--- src/rtl/unidade_controle_exp3.sv ---
// Moore control unit for the memory-game round: start, move capture, compare,
// advance the step counter, and report hit/miss.
//
// state      | meaning
// INICIAL    | idle, waiting for iniciar
// PREPARACAO | clear the step counter (zera)
// ESPERA     | waiting for a rising edge on jogada
// COMPARA    | sample igual from the datapath
// PROXIMO    | last step? finish : advance counter (conta)
// ACERTOU    | round won (pronto, acertou)
// ERROU      | round lost (pronto, errou)
module unidade_controle_exp3 (
  input  logic       clock,
  input  logic       reset_n,
  input  logic       iniciar,
  input  logic       jogada,
  input  logic       igual,
  input  logic       fim,
  output logic       zera,
  output logic       conta,
  output logic       carrega,
  output logic       pronto,
  output logic       acertou,
  output logic       errou,
  output logic [3:0] db_estado
);

  typedef enum logic [3:0] {
    INICIAL    = 4'h0,
    PREPARACAO = 4'h1,
    ESPERA     = 4'h2,
    COMPARA    = 4'h4,
    PROXIMO    = 4'h5,
    ACERTOU    = 4'hA,
    ERROU      = 4'hE
  } estado_t;

  estado_t estado_q, estado_d;
  logic    jogada_prev_q;
  logic    jogada_pulse;

  // The flop tracks jogada in every state, so a button held across the
  // return to ESPERA cannot retrigger a comparison.
  assign jogada_pulse = jogada & ~jogada_prev_q;

  always_ff @(posedge clock or negedge reset_n) begin
    if (!reset_n) begin
      estado_q      <= INICIAL;
      jogada_prev_q <= 1'b0;
    end else begin
      estado_q      <= estado_d;
      jogada_prev_q <= jogada;
    end
  end

  always_comb begin
    estado_d = estado_q;
    zera     = 1'b0;
    conta    = 1'b0;
    pronto   = 1'b0;
    acertou  = 1'b0;
    errou    = 1'b0;
    case (estado_q)
      INICIAL: begin
        if (iniciar) estado_d = PREPARACAO;
      end
      PREPARACAO: begin
        zera     = 1'b1;
        estado_d = ESPERA;
      end
      ESPERA: begin
        if (jogada_pulse) estado_d = COMPARA;
      end
      COMPARA: begin
        estado_d = igual ? PROXIMO : ERROU;
      end
      PROXIMO: begin
        // Suppress the count on the last step so the counter never wraps.
        if (fim) begin
          estado_d = ACERTOU;
        end else begin
          conta    = 1'b1;
          estado_d = ESPERA;
        end
      end
      ACERTOU: begin
        pronto  = 1'b1;
        acertou = 1'b1;
        if (iniciar) estado_d = PREPARACAO;
      end
      ERROU: begin
        pronto = 1'b1;
        errou  = 1'b1;
        if (iniciar) estado_d = PREPARACAO;
      end
      default: estado_d = INICIAL;
    endcase
  end

  assign carrega   = 1'b0;
  assign db_estado = estado_q;

endmodule

--- config.mk ---
export PLATFORM = sky130hd
export DESIGN_NAME = unidade_controle_exp3
export DESIGN_NICKNAME = d
export VERILOG_FILES = /design/src/rtl/unidade_controle_exp3.sv
export SDC_FILE = /design/constraint.sdc
export NUM_CORES = 1
export LEC_CHECK = 0
export BUFFER_PORTS_ARGS = -buffer_cell sky130_fd_sc_hd__buf_4
export CORE_AREA = 2 2 39 41
export CTS_CLUSTER_SIZE = 40
export DETAILED_ROUTE_END_ITERATION = 12
export DIE_AREA = 0 0 41 43
export GPL_ROUTABILITY_DRIVEN = 0
export PLACE_DENSITY = 0.52
export RECOVER_POWER = 25
export SETUP_SLACK_MARGIN = 0.3
export SLEW_MARGIN = 15
export SYNTH_ARGS = -nofsm -noshare
export SYNTH_HDL_FRONTEND = slang
export SYNTH_SLANG_ARGS = --single-unit
--- constraint.sdc ---
create_clock -name clock -period 1.2 [get_ports clock]
set_input_delay 0.12 -clock clock [delete_from_list [all_inputs] [get_ports clock]]
set_output_delay 0.12 -clock clock [all_outputs]
set_load 0.005 [all_outputs]
==> After elaboration in Yosys (flattened, before gate mapping) <==
Cells that the tools add are included.
W data, S select, Z words.
{ "op_classes": {"n_eq_ne": 8, "n_mux": 11, "n_bitwise": 2, "reduce_logical": 4} }
{ "op_table": {"columns": ["op", "n"], "rows": [
  ["$pmux W4 S5", 1],
  ["$mux W4", 4],
  ["$eq A4 B3 Y1 const B", 2],
  ["$eq A4 B4 Y1 const B", 2],
  ["$mux W1", 6],
  ["$eq A4 B1 Y1 const B", 1],
  ["$eq A4 B2 Y1 const B", 1],
  ["$logic_not A4 Y1", 1],
  ["$reduce_or A3 Y1", 1],
  ["$ne A2 B1 Y1 const B", 1],
  ["$ne A2 B2 Y1 const B", 1],
  ["$reduce_and A2 Y1", 1],
  ["$reduce_or A2 Y1", 1],
  ["$and A1 B1 Y1", 1],
  ["$not A1 Y1", 1]
]} }
{ "totals": {"register_bits": 5, "out_inout_bits": 10, "elab_cells": 27} }

==> Logic depth before layout (Yosys ltp) <==
Gate-level depths: netlist (run 1).
{ "depth": {"ltp_word": 4, "depth_mapped": 4, "ltp_nobuf": 3} }

==> Worst setup path before layout (run 1) <==
OpenSTA, ideal clock, no wires.
{ "synth_timing": {"kind": "register to register", "from": "reg estado_q[2] (netlist: db_estado[2])", "to": "reg estado_q[2] (netlist: db_estado[2])", "setup_ns": 0.082, "t_arrival_ns": 1.119, "required_ns": 1.118, "setup_slack_ns": -0.001, "path_stages_with_launch": 4, "n_path_buf": 1, "synth_period_minus_slack_ns": 1.201, "path_cell_list": "dfrtp_1 buf_6 or4b_1 a31oi_1"} }
{ "synth_via": {"elab_chain_len": 4, "word_cells_on_any_way": 12, "classes_between": "eq/ne: 8; mux: 1; reduce/logical: 3"} }
{ "synth_lines": {"columns": ["element", "line_no", "text"], "rows": [
  ["start: declaration", "38", "estado_t estado_q, estado_d;"],
  ["start signal: assignment", "51", "estado_q <= estado_d;"],
  ["$eq A4 B4 Y1 or $logic_not A4 Y1 (tied branches)", "63", "case (estado_q)"],
  ["$reduce_or A3 Y1 (no line)", null, null],
  ["$ne A2 B1 Y1 (no line)", null, null],
  ["$reduce_and A2 Y1 (no line)", null, null]
]} }
Several ways; a longest one is shown, not always the timed one.
A chain may end at the register's enable or synchronous reset.

==> Worst setup path in the final report (run 1) <==
{ "layout_timing": {"from": "reg estado_q[3] (netlist: db_estado[3])", "to": "out errou"} }
{ "layout_via": {"elab_chain_len": 2} }
{ "layout_lines": {"columns": ["element", "line_no", "text"], "rows": [
  ["$eq A4 B4 Y1", "63", null],
  ["$mux W1", "63", null],
  ["end: declaration", "24", "output logic errou,"]
]} }
No other way between the ends.

==> run summary, run 1 <==
status = finished, violations left
failing checks = negative setup slack
TritonCTS clock tree = done
Post-Route WL = 1021 um
Clock Sinks = 5
first-pass GRT wire length = 1373 um
ys async rst share = 100.0%
Worst Clk Skew = 0.003307 ns
iteration count of the initial detailed-routing pass = 4
Die Span Y = 43 um
Hold WC Path Type = in2reg
total CTS buffers = 3
HPWL after DPL = 605.8 um
number of synthesized register bits = 5
most common cell after layout, fill and taps aside = buf_4
DRC violations left = 0
Max-cap violations = 0
Final Critical Period = 1.322 ns
pin count of the biggest net entering global routing = 7
Horiz. Die Dim = 41 um
CP max stage delay = 0.42 ns
Worst-path clk slew = 0.04 ns
vias in the first global route = 330
Reg area = 127.6 sq um
antenna diode count = 0
Mapped Cells = 35
kind of critical path = reg2out
Design Power = 1.492 mW
area of the die = 1763 sq um
final worst slack = -0.1224 ns
crit share post-route = 110.2%
GRT Overall Usage = 11.83%
initial core utilization = 21.70%
Rows = 14
GRT overflow = 0
DR vias = 379
Crit-path slowest cell = dfrtp_2
multi-input logic area = 206.4 sq um
top_reg_cell synth = dfrtp_1
clock latency at the later pin of the worst-skew pair = 0.24 ns
Static Leak = 0.3379 nW
drt wl/cell = 11.74 um
pwr dens = 2148 nW/um^2
synth-to-layout area growth = 131.3%
post-synth cell types = 20
RSZ-0062 raised after global routing = yes
final setup fails = 6
setup TNS = -0.5570 ns
CP Buf/Inv Count = 3
CP Capture Type = primary output
Core Box Area = 1384 sq um
Synth Warn # = 0
WP data required = 1.08 ns
maximum vdd ir drop = 0.001192 V
Synthesized Nets = 41
CP delay by family, top = flip-flops
initial DRC count = 2
register area share after synthesis = 41.67%
CP startpoint kind = flop
FILL cells = 139
Max Slew Vio Count = 0
Antenna Nets Post-Route = 0
final hold vios = 0
mapped cell area = 300.3 sq um
Post-synth EDFFs = 0
Clk Tree Root Cell = clkbuf_4
share of cells above drive strength 1 = 70.42%
worst-path fanout max = 3
IO buf count = 14
Avg Cell Area, Syn = 8.580 sq um
CTS max path bufs = 2
Cell Chain, Critical Path = buf_6, nand3b_1, inv_1, and2_1, buf_4
NumNets Final = 78
CP arrival = 1.20 ns
dpl ws = -0.01788 ns
initial antenna violation count = 0
commonest cells after routing, fill and taps aside = buf_4, buf_6, nor2_2, clkbuf_4, dfrtp_1
# IOs = 16
H-tree level count = 1
Fmax achieved = 0.7562 GHz
Vias/cell = 4.356
==> Yosys cell counts (all sizes together) (2+ instances only) <==
| cell | instances | area, sq um |
|---|---|---|
| a21oi | 3 | 15.01 |
| buf | 2 | 18.77 |
| dfrtp | 5 | 125.1 |
| nand2 | 3 | 11.26 |
| nand2b | 2 | 12.51 |
| nor2 | 5 | 18.77 |
| nor2b | 2 | 12.51 |
| o21ai | 2 | 10.01 |
==> stage by stage <==
step / hold WS [ns] / utilization (%) / std cells / instance area, sq um
floorplan: -0.1756 / - / 35 / 310.3
global placement: -0.07432 / 32.82 / 68 / 454.2
detailed placement: -0.07675 / 32.82 / 68 / 454.2
CTS: 0.1164 / 44.76 / 84 / 619.3
global route: 0.1069 / 50.18 / 87 / 694.4
finish: 0.1172 / 50.18 / 87 / 694.4
==> path summary, 6_finish.rpt <==
kind	from	end	cells after the start	slack, ns
worst min register to register	db_estado[0]$_DFFE_PN0P_	db_estado[2]$_DFFE_PN0P_	1	0.49
worst min-delay path	iniciar	db_estado[3]$_DFFE_PN0P_	2	0.12
max in group asynchronous	reset_n	db_estado[3]$_DFFE_PN0P_	2	0.70
worst max-delay path	db_estado[3]$_DFFE_PN0P_	errou	5	-0.12
worst max register to register	db_estado[3]$_DFFE_PN0P_	db_estado[2]$_DFFE_PN0P_	3	-0.09
min in group asynchronous	reset_n	jogada_prev_q$_DFF_PN0_	2	0.27
==> kinds of logic (layout without fill, tap and decap cells) <==
| family | Yosys count | count (layout) | synth area share, % |
|---|---|---|---|
| AND/OR/NAND/NOR | 18 | 18 | 33.33 |
| AO/OA/AOI/OAI | 7 | 7 | 12.50 |
| flip-flops | 5 | 5 | 41.67 |
| other | 1 | 1 | 1.249 |
| buffers and inverters | 3 | 39 | 7.499 |
| multiplexers | 1 | 1 | 3.750 |
==> where the power goes <==
group,internal [mW],switching (mW)
clock network,0.120,0.0683
logic,0.634,0.372
registers,0.229,0.0673
==> metal layers <==
layer,share of wire (%),track usage [%],vias to the layer above
met5,0,0,-
li1,-,-,190
met3,4.1,4.712,0
met1,38,13.49,179
met2,58,19.06,10
met4,0,4.000,0
==> state kept, by name, summed over array words and instances (netlist names) <==
register	count
jogada_prev_q	1
db_estado	4
==> layout make-up <==
cell class	count	share of cell area [%]
clock inverters	1	0.7207
well taps	16	2.883
flip-flops and latches	5	18.38
multi-input cells	27	29.73
repair buffers	34	44.50
inverters	1	0.5405
clock buffers	3	3.243
==> worst register-to-register path: stages (launching register included) <==
cell and delay (ns):
dfrtp_2 0.42, buf_4 0.15, or4b_4 0.49, a31oi_1 0.14
==> repair_timing <==
item	4_1_cts	5_1_grt
hold buffers	2	0
pin swaps	5	6
setup endpoints to repair	13	13
buffers inserted	10	3
hold endpoints to repair	6	0
resized for setup	12	15
No activity file was read; power rests on OpenSTA's default activity.
==> inputs of run 2 (changes only) <==
ABC_AREA = 1   (was unset)
PLACE_DENSITY = 0.53   (was 0.52)
==> run 2 against run 1 <==
  * The flow still finishes with violations (negative setup slack)
  * Final cell count up 13%
  * Utilization fell by 3.8 points
  * Combinational power hardly changed
  * Clock power about the same
  * Worst hold slack improved by 0.10 ns
  * Clock skew shrank 0.0019 ns
  * Critical path type unchanged
  * Critical endpoint is now conta
  * Largest cell class unchanged
==> run summary, run 2 <==
synth-to-layout area growth = 102.8%
final hold vios = 0 (unchanged)
DRC violations left = 0 (unchanged)
CP arrival = 1.10 ns (-0.10 ns)
first-pass GRT wire length = 1669 um (+22%)
most common library cells after synthesis = nand2_1, inv_1, nor2_1
crit share post-route = 101.8% (-8.4 points)
maximum vdd ir drop = 0.0009176 V (-23%)
mapped cell area = 316.6 sq um (+5.4%)
RSZ-0062 raised after global routing = yes
Clock Sinks = 5 (unchanged)
Synth Warn # = 0 (unchanged)
register area share after synthesis = 39.53% (-2.1 points)
Die Span Y = 43 um (unchanged)
total CTS buffers = 3 (unchanged)
Horiz. Die Dim = 41 um (unchanged)
dpl ws = 0.1090 ns (+0.1269 ns)
TritonCTS clock tree = done
H-tree level count = 1 (unchanged)
Cell Chain, Critical Path = nand3b_1, nor3_2, buf_4
Mapped Cells = 49 (+40%)
WP data required = 1.08 ns (about the same)
clock latency at the later pin of the worst-skew pair = 0.24 ns (about the same)
GRT Overall Usage = 14.33% (+2.5 points)
Vias/cell = 4.010 (-7.9%)
DR vias = 393 (+3.7%)
Hold WC Path Type = in2reg
CP Buf/Inv Count = 1 (-2)
CP max stage delay = 0.41 ns (about the same)
pin count of the biggest net entering global routing = 6 (-1)
pwr dens = 2315 nW/um^2 (+7.8%)
# IOs = 16 (unchanged)
Core Box Area = 1384 sq um (unchanged)
Post-Route WL = 986 um (-3.4%)
post-synth cell types = 12 (-40%)
Compound-Gate Fraction of Synth Area = 0% (-12 points)
worst reg-to-reg path cell count = 8 (+5)
Synth area leaders = dfrtp_1, nand2_1, inv_1, nor2_1, nand3_1
commonest cells after routing, fill and taps aside = buf_4, nand2_1, inv_1, buf_6, nor2_1
Max Slew Vio Count = 0 (unchanged)
largest family of logic cells by synthesized area = simple AND/OR/NAND/NOR gates
Worst Clk Skew = 0.001381 ns (-0.001926 ns)
iteration count of the initial detailed-routing pass = 2 (-2)
share of cells above drive strength 1 = 53.66% (-17 points)
kind of critical path = reg2out
failing checks = negative setup slack
Rows = 14 (unchanged)
hold depth = 5 (+3)
Final Critical Period = 1.222 ns (-0.1008 ns)
final worst slack = -0.02156 ns (+0.1008 ns)
Hold WS = 0.2175 ns (+0.1003 ns)
most common cell after layout, fill and taps aside = buf_4
met1 GRT Util = 16.99% (+3.5 points)
Avg Cell Area, Syn = 6.460 sq um (-25%)
worst-path fanout max = 4 (+1)
CP delay by family, top = flip-flops
NumNets Final = 89 (+14%)
drt wl/cell = 10.06 um (-14%)
Max-cap violations = 0 (unchanged)
number of synthesized register bits = 5 (unchanged)
CTS max path bufs = 2 (unchanged)
Post-synth EDFFs = 0 (unchanged)
proportion of synthesized area in mux cells = 0% (-3.8 points)
top_reg_cell synth = dfrtp_1
Synth Area in Simple Gates = 46.25% (+13 points)
vias in the first global route = 394 (+19%)
Util after Layout = 46.38% (-3.8 points)
Fmax achieved = 0.8186 GHz (+8.3%)
FILL cells = 146 (+5.0%)
Static Leak = 0.3603 nW (+6.6%)
post-synthesis xor/xnor area fraction = 0% (unchanged)
CP Depth = 3 (-2)
CP Capture Type = primary output
Worst-path clk slew = 0.04 ns (about the same)
GRT overflow = 0 (unchanged)
ys async rst share = 100.0% (unchanged)
initial antenna violation count = 0 (unchanged)
met2 usage = 22.19% (+3.1 points)
HPWL after DPL = 613.5 um (+1.3%)
Clk Tree Root Cell = clkbuf_4
initial DRC count = 1 (-1)
top-area cell type share of the netlist area = 39.53% (-2.1 points)
area of the die = 1763 sq um (unchanged)
Antenna Nets Post-Route = 0 (unchanged)
Crit-path slowest cell = dfrtp_2
final setup fails = 2 (-4)
initial core utilization = 22.88% (+1.2 points)
GR peak layer = met2
CP startpoint kind = flop
Synthesized Nets = 55 (+34%)
most numerous cell in the Yosys netlist = nand2_1
status = finished, violations left
met3 GRT Util = 2.094% (-2.6 points)
max FFs per register = 4 (unchanged)
Synth Area in Adders = 0% (unchanged)
area leader, netlist = dfrtp_1
IO buf count = 14 (unchanged)
antenna diode count = 0 (unchanged)
run 2: logic make-up after synthesis:
family / after synthesis
buf+inv: 10
flops: 5
other cells: 1
simple gates: 33
run 2: worst register-to-register path: stages, from the launching register on:
cell and delay (ns):
dfrtp_2 0.41, buf_4 0.15, nor2_2 0.12, nand2_1 0.08, nand2_2 0.09, nand2_2 0.06, nand2_2 0.08, nand2_1 0.05
nand2_1 0.06
run 2: timing repair:
| item | CTS | global route |
|---|---|---|
| resized for setup | 12 | 2 |
| cloned | 0 | 0 |
| setup buffers | 11 | 2 |
| pin swaps | 2 | 0 |
| hold buffers | 2 | 0 |
| hold endpoints to repair | 6 | 0 |
| endpoints found under the setup margin | 13 | 13 |
run 2: path summary, 6_finish.rpt:
check	end	startpoint	slack (ns)
min reg2reg	db_estado[1]$_DFFE_PN0P_	db_estado[1]$_DFFE_PN0P_	0.65
max	conta	db_estado[3]$_DFFE_PN0P_	-0.02
max in group asynchronous	db_estado[1]$_DFFE_PN0P_	reset_n	0.67
min in group asynchronous	db_estado[3]$_DFFE_PN0P_	reset_n	0.28
min	db_estado[2]$_DFFE_PN0P_	iniciar	0.22
max reg2reg	db_estado[1]$_DFFE_PN0P_	db_estado[3]$_DFFE_PN0P_	0.03
run 2: power breakdown:
group          leakage [nW]  internal [mW]  switching (mW)  total (mW)
Combinational         0.286          0.540           0.444       0.985
Clock                0.0150          0.126          0.0657       0.191
Sequential           0.0595          0.238          0.0722       0.310
run 2: metrics by stage:
| stage | cell area [sq um] | total power [mW] | setup TNS [ns] | std cells |
|---|---|---|---|---|
| after floorplan | 332.8 | 0.6525 | 0 | 49 |
| after global placement | 457.9 | 0.8777 | 0 | 79 |
| after detailed placement | 457.9 | 0.8810 | 0 | 79 |
| after CTS | 624.3 | 1.424 | -0.04018 | 96 |
| after global routing | 641.9 | 1.628 | -0.5430 | 98 |
| final | 641.9 | 1.486 | -0.02810 | 98 |
run 2: layout make-up:
cell class	count	area [sq um]	area share, %
clock buffer	4	26.28	4.094
multi-input combinational	34	180.2	28.07
timing repair buffer	30	252.7	39.38
inverter	9	33.78	5.263
tap	16	20.02	3.119
sequential	5	128.9	20.08
run 2: routing by layer:
layer  part of all wire, %  up-vias  routed length [um]
li1                      -      209                   -
met3                   7.1        0                  70
met4                     0        0                   0
met1                    41      170                 406
met5                     0        -                   0
met2                    52       14                 509
